**src/rtl/note_slot_scheduler.sv**
```systemverilog
// note_slot_scheduler: owns the on-screen note pool for the Guitar Hero display.
// Fetches one lane mask per beat from the chart RAM, allocates one slot per set lane,
// advances live slots every frame, retires slots that leave the screen and resolves
// player hit strobes against the Y hit window.
// Optional feature macro: NOTE_SCHED_MISS_EN (miss pulse plus saturating miss counter).
module note_slot_scheduler #(
    parameter int SLOTS     = 16,
    parameter int YW        = 10,
    parameter int CHART_LEN = 64,
    parameter int SPAWN_Y   = 0,
    parameter int HEIGHT    = 480,
    parameter int SPEED     = 2,
    parameter int HIT_Y_MIN = 380,
    parameter int HIT_Y_MAX = 430,
    localparam int AW       = $clog2(CHART_LEN)
) (
    input  logic                clk,
    input  logic                reset,
    input  logic                start,
    input  logic                frame_tick,
    input  logic                spawn_tick,
    output logic [AW-1:0]       chart_addr,
    input  logic [3:0]          chart_data,
    input  logic                hit_req,
    input  logic [1:0]          hit_lane,
    output logic                hit_ok,
    output logic                hit_bad,
    output logic [SLOTS-1:0]    slot_valid,
    output logic [2*SLOTS-1:0]  slot_lane,
    output logic [YW*SLOTS-1:0] slot_y,
    output logic                busy,
    output logic                done,
    output logic                overflow,
    output logic                miss,
    output logic [7:0]          miss_count
);
    localparam int SW = (SLOTS > 1) ? $clog2(SLOTS) : 1;
    localparam logic [AW-1:0] LAST_ADDR = AW'(CHART_LEN - 1);
    localparam logic [YW:0]   HEIGHT_C  = (YW+1)'(HEIGHT);
    localparam logic [YW:0]   SPEED_C   = (YW+1)'(SPEED);
    localparam logic [YW-1:0] SPAWN_C   = YW'(SPAWN_Y);
    localparam logic [YW-1:0] HIT_MIN_C = YW'(HIT_Y_MIN);
    localparam logic [YW-1:0] HIT_MAX_C = YW'(HIT_Y_MAX);

    typedef enum logic [2:0] {S_IDLE, S_RUN, S_FETCH, S_WAIT, S_ALLOC, S_DONE} state_t;

    state_t          state, state_nx;
    logic [AW-1:0]   addr_q;
    logic [3:0]      mask_q, mask_rest;
    logic [1:0]      cur_lane;
    logic [SLOTS-1:0] valid_q;
    logic [1:0]      lane_q [SLOTS];
    logic [YW-1:0]   y_q    [SLOTS];
    logic [YW:0]     moved  [SLOTS];
    logic            free_found, hit_found, hit_clr, alloc_en;
    logic [SW-1:0]   free_idx, hit_idx;

    // Lowest free slot, lowest slot in the hit window, moved Y per slot, next pending lane.
    // NOTE: every combinational output gets a default first so no path can infer a latch.
    always_comb begin
        free_found = 1'b0;
        free_idx   = '0;
        hit_found  = 1'b0;
        hit_idx    = '0;
        for (int i = SLOTS - 1; i >= 0; i--) begin
            if (!valid_q[i]) begin
                free_found = 1'b1;
                free_idx   = SW'(i);
            end
            if (valid_q[i] && lane_q[i] == hit_lane &&
                y_q[i] >= HIT_MIN_C && y_q[i] <= HIT_MAX_C) begin
                hit_found = 1'b1;
                hit_idx   = SW'(i);
            end
            moved[i] = {1'b0, y_q[i]} + SPEED_C;
        end
        cur_lane = 2'd0;
        for (int l = 3; l >= 0; l--)
            if (mask_q[l]) cur_lane = 2'(l);
        mask_rest = mask_q & (mask_q - 4'd1);
    end

    assign hit_clr  = hit_req && hit_found;
    assign alloc_en = (state == S_ALLOC) && !start && (mask_q != 4'd0);

    // Next-state logic; start restarts the chart from any state.
    always_comb begin
        state_nx = state;
        if (start) begin
            state_nx = S_RUN;
        end else begin
            case (state)
                S_RUN:   if (spawn_tick) state_nx = S_FETCH;
                S_FETCH: state_nx = S_WAIT;
                S_WAIT:  state_nx = S_ALLOC;
                S_ALLOC: if (mask_rest == 4'd0)
                             state_nx = (addr_q == LAST_ADDR) ? S_DONE : S_RUN;
                default: ;
            endcase
        end
    end

    // State register, chart address, latched lane mask and sticky overflow.
    // NOTE: clocked state uses non-blocking assignments so every flop samples pre-edge values.
    always_ff @(posedge clk) begin
        if (reset) begin
            state    <= S_IDLE;
            addr_q   <= '0;
            mask_q   <= '0;
            overflow <= 1'b0;
        end else begin
            state <= state_nx;
            if (start) begin
                addr_q   <= '0;
                mask_q   <= '0;
                overflow <= 1'b0;
            end else begin
                if (state == S_WAIT) mask_q <= chart_data;
                if (state == S_ALLOC) begin
                    mask_q <= mask_rest;
                    if (mask_rest == 4'd0 && addr_q != LAST_ADDR) addr_q <= addr_q + AW'(1);
                    if (mask_q != 4'd0 && !free_found) overflow <= 1'b1;
                end
                if (spawn_tick && state != S_RUN) overflow <= 1'b1;
            end
        end
    end

    // Slot pool: hit clear beats retire beats move; allocation only targets currently free slots.
    // NOTE: the pool is reset explicitly because downstream logic reads lane/Y of every slot.
    always_ff @(posedge clk) begin
        if (reset) begin
            valid_q <= '0;
            for (int i = 0; i < SLOTS; i++) begin
                lane_q[i] <= 2'd0;
                y_q[i]    <= '0;
            end
        end else begin
            for (int i = 0; i < SLOTS; i++) begin
                if (hit_clr && hit_idx == SW'(i)) begin
                    valid_q[i] <= 1'b0;
                end else if (frame_tick && valid_q[i]) begin
                    y_q[i] <= moved[i][YW-1:0];
                    if (moved[i] >= HEIGHT_C) valid_q[i] <= 1'b0;
                end
            end
            if (alloc_en && free_found) begin
                valid_q[free_idx] <= 1'b1;
                lane_q[free_idx]  <= cur_lane;
                y_q[free_idx]     <= SPAWN_C;
            end
        end
    end

    // Hit result pulses, one cycle after the request.
    always_ff @(posedge clk) begin
        if (reset) begin
            hit_ok  <= 1'b0;
            hit_bad <= 1'b0;
        end else begin
            hit_ok  <= hit_req && hit_found;
            hit_bad <= hit_req && !hit_found;
        end
    end

`ifdef NOTE_SCHED_MISS_EN
    localparam int CW = $clog2(SLOTS + 1);
    logic [CW-1:0] retire_cnt;
    logic [8:0]    miss_sum;
    logic          miss_q;
    logic [7:0]    miss_cnt_q;

    // Count slots leaving the screen this cycle that a hit did not claim.
    always_comb begin
        retire_cnt = '0;
        for (int i = 0; i < SLOTS; i++)
            if (frame_tick && valid_q[i] && moved[i] >= HEIGHT_C &&
                !(hit_clr && hit_idx == SW'(i)))
                retire_cnt = retire_cnt + CW'(1);
        miss_sum = {1'b0, miss_cnt_q} + 9'(retire_cnt);
    end

    // Single miss pulse per frame and saturating miss counter.
    always_ff @(posedge clk) begin
        if (reset) begin
            miss_q     <= 1'b0;
            miss_cnt_q <= 8'd0;
        end else begin
            miss_q     <= (retire_cnt != '0);
            miss_cnt_q <= miss_sum[8] ? 8'hFF : miss_sum[7:0];
        end
    end

    assign miss       = miss_q;
    assign miss_count = miss_cnt_q;
`else
    assign miss       = 1'b0;
    assign miss_count = 8'd0;
`endif

    // Pack slot state for the VGA stage.
    always_comb begin
        slot_lane = '0;
        slot_y    = '0;
        for (int i = 0; i < SLOTS; i++) begin
            slot_lane[2*i +: 2] = lane_q[i];
            slot_y[YW*i +: YW]  = y_q[i];
        end
    end

    assign slot_valid = valid_q;
    assign chart_addr = addr_q;
    assign busy       = (state == S_FETCH) || (state == S_WAIT) || (state == S_ALLOC);
    assign done       = (state == S_DONE);
endmodule
```
**config.mk**
```make
export PLATFORM = sky130hd
export DESIGN_NAME = note_slot_scheduler
export DESIGN_NICKNAME = d
export VERILOG_FILES = /design/src/rtl/note_slot_scheduler.sv
export SDC_FILE = /design/constraint.sdc
export NUM_CORES = 1
export LEC_CHECK = 0
export CORE_ASPECT_RATIO = 0.6
export CORE_MARGIN = 2
export CORE_UTILIZATION = 53
export DETAILED_ROUTE_END_ITERATION = 8
export HOLD_SLACK_MARGIN = 0.12
export PLACE_DENSITY_LB_ADDON = 0.08
export SYNTH_ARGS = -nofsm -noshare
export SYNTH_HDL_FRONTEND = slang
export SYNTH_SLANG_ARGS = --single-unit
```
**constraint.sdc**
```tcl
create_clock -name clk -period 3.8 [get_ports clk]
set_input_delay 0.76 -clock clk [delete_from_list [all_inputs] [get_ports clk]]
set_output_delay 0.76 -clock clk [all_outputs]
set_load 0.05 [all_outputs]
```
# --- Word-level counts from Yosys, hierarchy flattened ---
# Memories as Yosys holds them, arrays and structs flattened.
# Index checks and enable logic that the tools add are counted.
op_classes:
  n_addsub: 18
  n_lt_le_gt_ge: 50
  eq_ne: 43
  muxes: 233
  bitwise: 18
  reduce_logical: 108
ops:
  columns: ["operator", "count"]
  rows:
  - ["adder 10 x 2 -> 11 bit (second input constant)", 16]
  - [">= comparator 11 x 9 -> 1 bit (second input constant)", 16]
  - ["two-way mux 1 bit", 171]
  - [">= comparator 10 x 9 -> 1 bit (second input constant)", 16]
  - ["less-or-equal comparator 10 x 9 -> 1 bit (second input constant)", 16]
  - ["two-way mux 10 bit", 16]
  - ["two-way mux 4 bit", 35]
  - ["logical AND 1 bit", 89]
  - ["equality test 2 bit", 16]
  - ["equality test 4 bit (second input constant)", 8]
  - ["equality test 4 x 3 -> 1 bit (second input constant)", 4]
  - ["two-way mux 16 bit", 1]
  - ["bitwise OR 1 bit", 16]
  - ["bitwise OR 16 bit", 1]
  - ["case mux 3 bit (4 select lines)", 1]
  - ["two-way mux 2 bit", 5]
  - ["two-way mux 3 bit", 3]
  - ["equality test 4 x 2 -> 1 bit (second input constant)", 2]
  - ["zero test 4 bit", 2]
  - ["nonzero test 4 bit", 2]
  - ["adder 6 x 1 -> 6 bit (second input constant)", 1]
  - ["equality test 3 x 2 -> 1 bit (second input constant)", 2]
  - ["equality test 3 bit (second input constant)", 2]
  - ["equality test 6 bit (second input constant)", 1]
  - ["20 further kinds", 28]
totals:
  register_bits: 32
  ram_bits: 192
  input_bits: 12
  out_inout_bits: 228
  word_cells: 480
  n_memories: 2
memory_table:
  columns: ["name", "depth", "word_bits", "read_ports", "rd_ports_with_merged_regs", "write_ports", "line_no", "rtl"]
  rows:
  - ["y_q", 16, 10, 16, 0, 17, "53", "logic [YW-1:0] y_q [SLOTS];"]
  - ["lane_q", 16, 2, 16, 0, 16, "52", "logic [1:0] lane_q [SLOTS];"]

# --- Longest topological paths before layout ---
# Gate-level depths: netlist (run 1).
# An unclocked memory read counts as a cell.
depth:
  ltp_word: 27
  depth_mapped: 13
  ltp_nobuf: 11

# --- Worst setup path after synthesis (run 1) ---
# OpenSTA, ideal clock, no wires.
synth_timing:
  path_kind: "register to register"
  from: "memory y_q[10][2]"
  to: "memory y_q[12][5]"
  setup_ns: 0.074
  t_arrival_ns: 2.990
  t_required_ns: 3.726
  path_slack_ns: 0.736
  stages_incl_launch_ff: 12
  n_path_buf: 1
  period_less_slack_ns: 3.064
  cell_sequence: "dfxtp_1 > ha_1 > nand2_1 > a2111oi_0 > o21ai_0 > nand2_1 > a21oi_2 > o31ai_2 > o311ai_1 > buf_2 > or3_1 > a21oi_1"
synth_lines:
  columns: ["element", "line_no"]
  rows:
  - ["start, declared", "53"]

==> results of run 1 <==
## kinds of logic (layout without fill, tap and decap cells)
logic type                 count (synthesis)  after routing  synth area share [%]
AOI/OAI and AO/OA                        319            319                  18.0
xor gates and xnor gates                 118            118                  8.33
adders and majority gates                 34             34                  3.41
buffers and inverters                    126            351                  5.10
DFF                                      208            208                  36.2
muxes                                     20             20                  1.65
other                                      1             25                0.0302
and+or+nand+nor                          692            692                  27.3
## final timing paths
| kind | endpoint | slack (ns) |
|---|---|---|
| setup / recovery | y_q[2][8]$_SDFFE_PP0P_ | 0.34 |
| hold / removal | chart_addr[5]$_SDFFE_PP0P_ | 0.52 |
| setup reg to reg | y_q[2][8]$_SDFFE_PP0P_ | 0.34 |
| hold reg to reg | chart_addr[5]$_SDFFE_PP0P_ | 0.52 |
## worst register-to-register path, stage by stage (launching register included)
cell	delay [ns]
dfxtp_1	0.49
ha_1	0.27
nand2_1	0.07
a2111oi_0	0.71
buf_4	0.22
o21ai_0	0.12
a21bo_1	0.24
o211ai_2	0.12
a31oi_1	0.39
buf_4	0.21
nor4b_1	0.30
xnor2_1	0.16
nor2_1	0.05
## synthesized netlist by cell type, drive strengths merged (33+ instances only)
master / n / area [µm²]
inv: 45 / 169
nor3: 40 / 210
nand3: 97 / 490
xor2: 58 / 508
buf: 46 / 333
ha: 33 / 413
nand4: 33 / 206
and3: 36 / 225
dfxtp: 176 / 3520
clkbuf: 33 / 124
o21ai: 65 / 325
nand2: 169 / 639
xnor2: 60 / 526
a21oi: 65 / 340
nor2: 190 / 718
## area by class of cell
class                           instances  area (µm²)  share of cell area [%]
Clock inverter                          6        31.3                   0.199
Clock buffer                           30         622                    3.96
Tap cell                              315         394                    2.51
Multi-Input combinational cell       1208        7380                    47.0
Inverter                               47         176                    1.12
Sequential cell                       208        4480                    28.5
Timing Repair Buffer                  268        2620                    16.7
## report_power, final
group          total (mW)  switching, mW  leakage (nW)  internal, mW
registers            2.27         0.0165          1.73          2.25
logic               0.303          0.227          3.46        0.0767
clock network        2.04          0.896         0.328          1.14
total                4.61           1.14          5.52          3.47
## registers in the layout, summed over array words and instances (netlist names)
register,flops
y_q,144
lane_q,32
slot_valid,16
chart_addr,6
mask_q,4
state,3
hit_bad,1
hit_ok,1
overflow,1
## routing by layer
| metal | track usage, % | wire length, µm | up-vias |
|---|---|---|---|
| met5 | 0 | 0 | - |
| li1 | - | - | 5871 |
| met4 | 6.71 | 709 | 0 |
| met2 | 42.0 | 15300 | 633 |
| met1 | 47.4 | 18800 | 5819 |
| met3 | 7.59 | 4220 | 56 |
## metrics by stage
step / total power [mW] / instances
2_1_floorplan: 2.54 / 1542
3_3_place_gp: 2.61 / 2046
3_5_place_dp: 2.62 / 2046
4_1_cts: 4.63 / 2082
5_1_grt: 4.72 / 2082
6_report: 4.61 / 2082
==> impl_metrics.json, run 1 <==
{
  "status": "completed",
  "rr_startpoint": "y_q[11][2]$_SDFFE_PP0P_",
  "gp_congestion": 0.934,
  "n_antenna_cell": 0,
  "h-tree-depth": 1,
  "grt_pass1_wl_mm": 60.5,
  "period_share_pct": 91.0,
  "fin_area_um2": 15700,
  "grt_max_degree": 32,
  "hold-path-cell-count": 2,
  "min_from": "chart_addr[5]$_SDFFE_PP0P_",
  "final-hold-violation-count": 0,
  "clk_pin_slew_worst_paths_ns": 0.07,
  "die_w_um": 202,
  "via_per_inst": 5.95,
  "tns_ns": 0,
  "final_common_cell": "clkdlybuf4s50_1",
  "synth-edff-count": 32,
  "crit_family": "compound AO/OA/AOI/OAI gates",
  "startpoint_type": "flip-flop",
  "crit_chain": "ha_1 > nand2_1 > a2111oi_0 > buf_4 > o21ai_0 > a21bo_1 > o211ai_2 > a31oi_1 > buf_4 > nor4b_1 > xnor2_1 > nor2_1",
  "grt_usage_pct": 30.6,
  "ant_nets": 0,
  "finalCriticalPeriod_ns": 3.46,
  "post_cts_buffers": 0,
  "dp_hpwl_mm": 28.9,
  "leakage_nw": 5.52,
  "yosysSeqAreaShare_pct": 36.2,
  "fmax_ghz": 0.289,
  "cpMostUsedCell": "buf_4",
  "cp-end-kind": "flip-flop",
  "core_um2": 23000,
  "cts_buffers": 21,
  "worstPathMaxFanout": 8,
  "grt_pass1_vias": 10900,
  "crit_slowest_cell": "a2111oi_0",
  "arrival_ns": 3.85,
  "worstSetupPathDepth": 12,
  "drt_iter0_markers": 1248,
  "avgSynthCellArea_um2": 8.17,
  "slew_headroom_pct": 30.4,
  "clk_latency_ns": 0.51,
  "cp.required_ns": 4.19,
  "ir_drop_uv": 271,
  "rsz0062_at_grt": "no",
  "synth-seq-cells": 208,
  "ys_types": 93,
  "pre_cts_ws_ns": 0.0274,
  "synth_top_flop_cell": "dfxtp_1",
  "setup-violations-final": 0,
  "crit_start": "y_q[11][2]$_SDFFE_PP0P_",
  "cts_hold_buffers": 0,
  "fill_cells": 1948,
  "netlist_area_um2": 12400,
  "pin_count": 240,
  "grt-ovfl-total": 0,
  "power.density_nw_per_um2": 293,
  "drtPass1Iterations": 6,
  "drive_above_1_share_pct": 6.85,
  "placed_area_um2": 15100,
  "grt_antenna_before_repair": 1,
  "drc": 0,
  "vias": 12400,
  "worstPathBufferInverterCount": 2,
  "async_flop_share_pct": 0,
  "totalWireLength_mm": 39.0,
  "dieArea_um2": 24700,
  "postLayoutCoreUtil_pct": 68.2,
  "ff2ff_path_depth": 12,
  "layout_common_cells": "clkdlybuf4s50_1 (214), nor2_1 (188), dfxtp_1 (176)",
  "numPortBuffers": 214,
  "wl_per_cell_um": 18.7,
  "ctsResizeCount": 0,
  "maxSlewViolCount": 0,
  "worstMarginPinSlew_ns": 1.04,
  "initial_core_util_pct": 53.9,
  "die_h_um": 123,
  "num-nets-final": 1799,
  "postSynthCellCount": 1518,
  "crit_type": "reg2reg",
  "worst_path_largest_cell_delay_ns": 0.71,
  "cts_buffer_depth": 3,
  "core.rowCount": 43,
  "cts_tree": "done",
  "area_growth_pct": 26.7,
  "root_buffer": "clkbuf_16",
  "worst_slack_ns": 0.342,
  "drv_cap": 0,
  "hold_class": "reg2reg",
  "holdWs_ns": 0.521,
  "cts.sinks": 208,
  "yosys_warnings": 0,
  "clock_skew_ns": 0.0163
}
No activity file was read; power rests on OpenSTA's default activity.
==> run 2: changes to the inputs <==
--- a/config.mk
+++ b/config.mk
@@ -7,7 +7,7 @@
 export LEC_CHECK = 0
 export CORE_ASPECT_RATIO = 0.6
 export CORE_MARGIN = 2
-export CORE_UTILIZATION = 53
+export CORE_UTILIZATION = 40
 export DETAILED_ROUTE_END_ITERATION = 8
 export HOLD_SLACK_MARGIN = 0.12
 export PLACE_DENSITY_LB_ADDON = 0.08
==> constraint.sdc (replaced) <==
create_clock -name clk -period 4.4 [get_ports clk]
set_input_delay 0.66 -clock clk [delete_from_list [all_inputs] [get_ports clk]]
set_output_delay 0.66 -clock clk [all_outputs]
set_load 0.05 [all_outputs]
==> run 2 against run 1 <==
  * Hold slack got worse by 0.0025 ns
  * Cell count increased by 3.1%
  * Sequential cell count unchanged
  * Power decreased by 7.3%
  * Worst setup slack improved by 0.057 ns
  * Global-route usage decreased by 6.0 points
  * Non-clock buffer count decreased by 32
  * First-iteration DRC count decreased by 8.5%
  * Via count decreased by 2.8%
  * Sequential share of layout area increased by 0.077 points
  * Sequential power decreased by 14%
  * Critical path depth decreased by 2
  * Critical endpoint is now y_q[9][4]$_SDFFE_PP0P_
  * Largest cell class unchanged
==> impl_metrics.json, run 2 (same netlist as run 1, synthesis figures left out) <==
{
  "cpMostUsedCell": "nand2_1",
  "grt-ovfl-total": 0,
  "worstMarginPinSlew_ns": 1.09,
  "ctsResizeCount": 0,
  "crit_type": "reg2reg",
  "cts_hold_buffers": 0,
  "root_buffer": "clkbuf_16",
  "numPortBuffers": 214,
  "rsz0062_at_grt": "no",
  "die_w_um": 231,
  "arrival_ns": 4.41,
  "intPower_mw": 3.23,
  "clk_latency_ns": 0.53,
  "vias": 12000,
  "pwr-share-seq_pct": 45.8,
  "grt_pass1_vias": 10600,
  "leakage_nw": 5.40,
  "pre_cts_ws_ns": 0.472,
  "totalWireLength_mm": 41.3,
  "period_share_pct": 90.9,
  "fmax_ghz": 0.250,
  "drv_cap": 0,
  "core_um2": 30200,
  "holdWs_ns": 0.519,
  "grt_pass1_wl_mm": 63.7,
  "cp.required_ns": 4.81,
  "status": "completed",
  "post_cts_buffers": 0,
  "drc": 0,
  "clock_skew_ns": 0.0169,
  "cts_tree": "done",
  "power.share.combinational_pct": 6.1,
  "dieArea_um2": 32500,
  "tns_ns": 0,
  "ff2ff_path_depth": 10,
  "hold_class": "reg2reg",
  "cts.sinks": 208,
  "worstPathMaxFanout": 13,
  "hold-path-cell-count": 2,
  "worstHoldEndpoint": "chart_addr[5]$_SDFFE_PP0P_",
  "cts_buffer_depth": 3,
  "wl_per_cell_um": 19.2,
  "fin_area_um2": 15700,
  "pin_count": 240,
  "fill_cells": 2894,
  "top_register": "y_q",
  "worst_slack_ns": 0.399,
  "dp_hpwl_mm": 30.8,
  "min_from": "chart_addr[5]$_SDFFE_PP0P_",
  "crit_slowest_cell": "a2111oi_0",
  "reg2reg_setup_slack_ns": 0.40,
  "p_switching_mw": 1.05,
  "grt_antenna_before_repair": 0,
  "area_growth_pct": 26.3,
  "num-nets-final": 1768,
  "power.density_nw_per_um2": 273,
  "layout_common_cells": "clkdlybuf4s50_1 (214), nor2_1 (188), dfxtp_1 (176)",
  "gp_congestion": 0.883,
  "drive_above_1_share_pct": 5.52,
  "drt_iter0_markers": 1142,
  "clk_pin_slew_worst_paths_ns": 0.07,
  "initial_core_util_pct": 41.0,
  "slew_headroom_pct": 25.4,
  "ir_drop_uv": 280,
  "die_h_um": 140,
  "crit_chain": "ha_1 > nand2_1 > a2111oi_0 > o21ai_0 > nand2_1 > a21oi_2 > o31ai_2 > a211o_1 > nand3_1 > mux2_2",
  "final-hold-violation-count": 0,
  "pwr-share-clk_pct": 48.1,
  "placedCellCount": 2107,
  "ant_nets": 0,
  "core.rowCount": 49,
  "h-tree-depth": 1,
  "finalCriticalPeriod_ns": 4.00,
  "grt_max_degree": 32,
  "final_common_cell": "clkdlybuf4s50_1",
  "grt_usage_pct": 24.6,
  "rr_startpoint": "y_q[11][2]$_SDFFE_PP0P_",
  "r2r-end": "y_q[9][4]$_SDFFE_PP0P_",
  "n_antenna_cell": 0,
  "maxSlewViolCount": 0,
  "total_power_mw": 4.27,
  "worst_path_largest_cell_delay_ns": 0.97,
  "startpoint_type": "flip-flop",
  "finalNonFillerCells": 2147,
  "cts_buffers": 22,
  "setup-violations-final": 0,
  "largest_reg_flops": 144,
  "swShare_pct": 24.5,
  "placed_area_um2": 14900,
  "cp-end-kind": "flip-flop",
  "postLayoutCoreUtil_pct": 51.8,
  "drtPass1Iterations": 6,
  "via_per_inst": 5.60
}
run 2: cell types whose count changed in the layout (fill, tap and decap cells not counted), sizes merged:
cell,previous run,this run
buf,54,22
bufinv,0,3
inv,46,47
run 2: cell type report:
cell class                      instances  area, µm²  share of cell area [%]
Multi-Input combinational cell       1208       7380                    47.1
Sequential cell                       208       4480                    28.6
Timing Repair Buffer                  236       2330                    14.9
Clock buffer                           30        653                    4.17
Tap cell                              408        510                    3.26
Inverter                               47        176                    1.13
Clock inverter                         10        128                   0.814
run 2: routing by layer:
metal	track usage, %	share of wire, %
met5	0	0
met4	4.96	1.9
met3	4.11	7.2
met2	33.4	40
met1	39.7	51
run 2: worst max path at each step:
stage                                       start                      end  depth (start not counted)
after floorplan           y_q[10][2]$_SDFFE_PP0P_  y_q[12][5]$_SDFFE_PP0P_                         11
after global placement                hit_lane[1]   y_q[9][5]$_SDFFE_PP0P_                         11
after detailed placement              hit_lane[1]   y_q[9][4]$_SDFFE_PP0P_                         11
after CTS                 y_q[11][2]$_SDFFE_PP0P_   y_q[9][4]$_SDFFE_PP0P_                         10
after global routing      y_q[11][2]$_SDFFE_PP0P_   y_q[9][5]$_SDFFE_PP0P_                         10
final                     y_q[11][2]$_SDFFE_PP0P_   y_q[9][4]$_SDFFE_PP0P_                         10
run 2: critical path, delay by kind of cell (launching register included):
| family | cells | cell delay [ns] |
|---|---|---|
| mux | 1 | 0.28 |
| flops | 1 | 0.47 |
| simple gates | 3 | 0.41 |
| fa+ha+maj | 1 | 0.24 |
| compound gates | 5 | 2.48 |
run 2: power by group through the flow:
stage               registers, mW  logic (mW)  clock network, mW
floorplan                    2.05       0.145                  0
finish                       1.96       0.261               2.05
global placement             2.00       0.258                  0
detailed placement           2.00       0.260                  0
CTS                          1.96       0.260               2.09
global route                 1.96       0.274               2.16
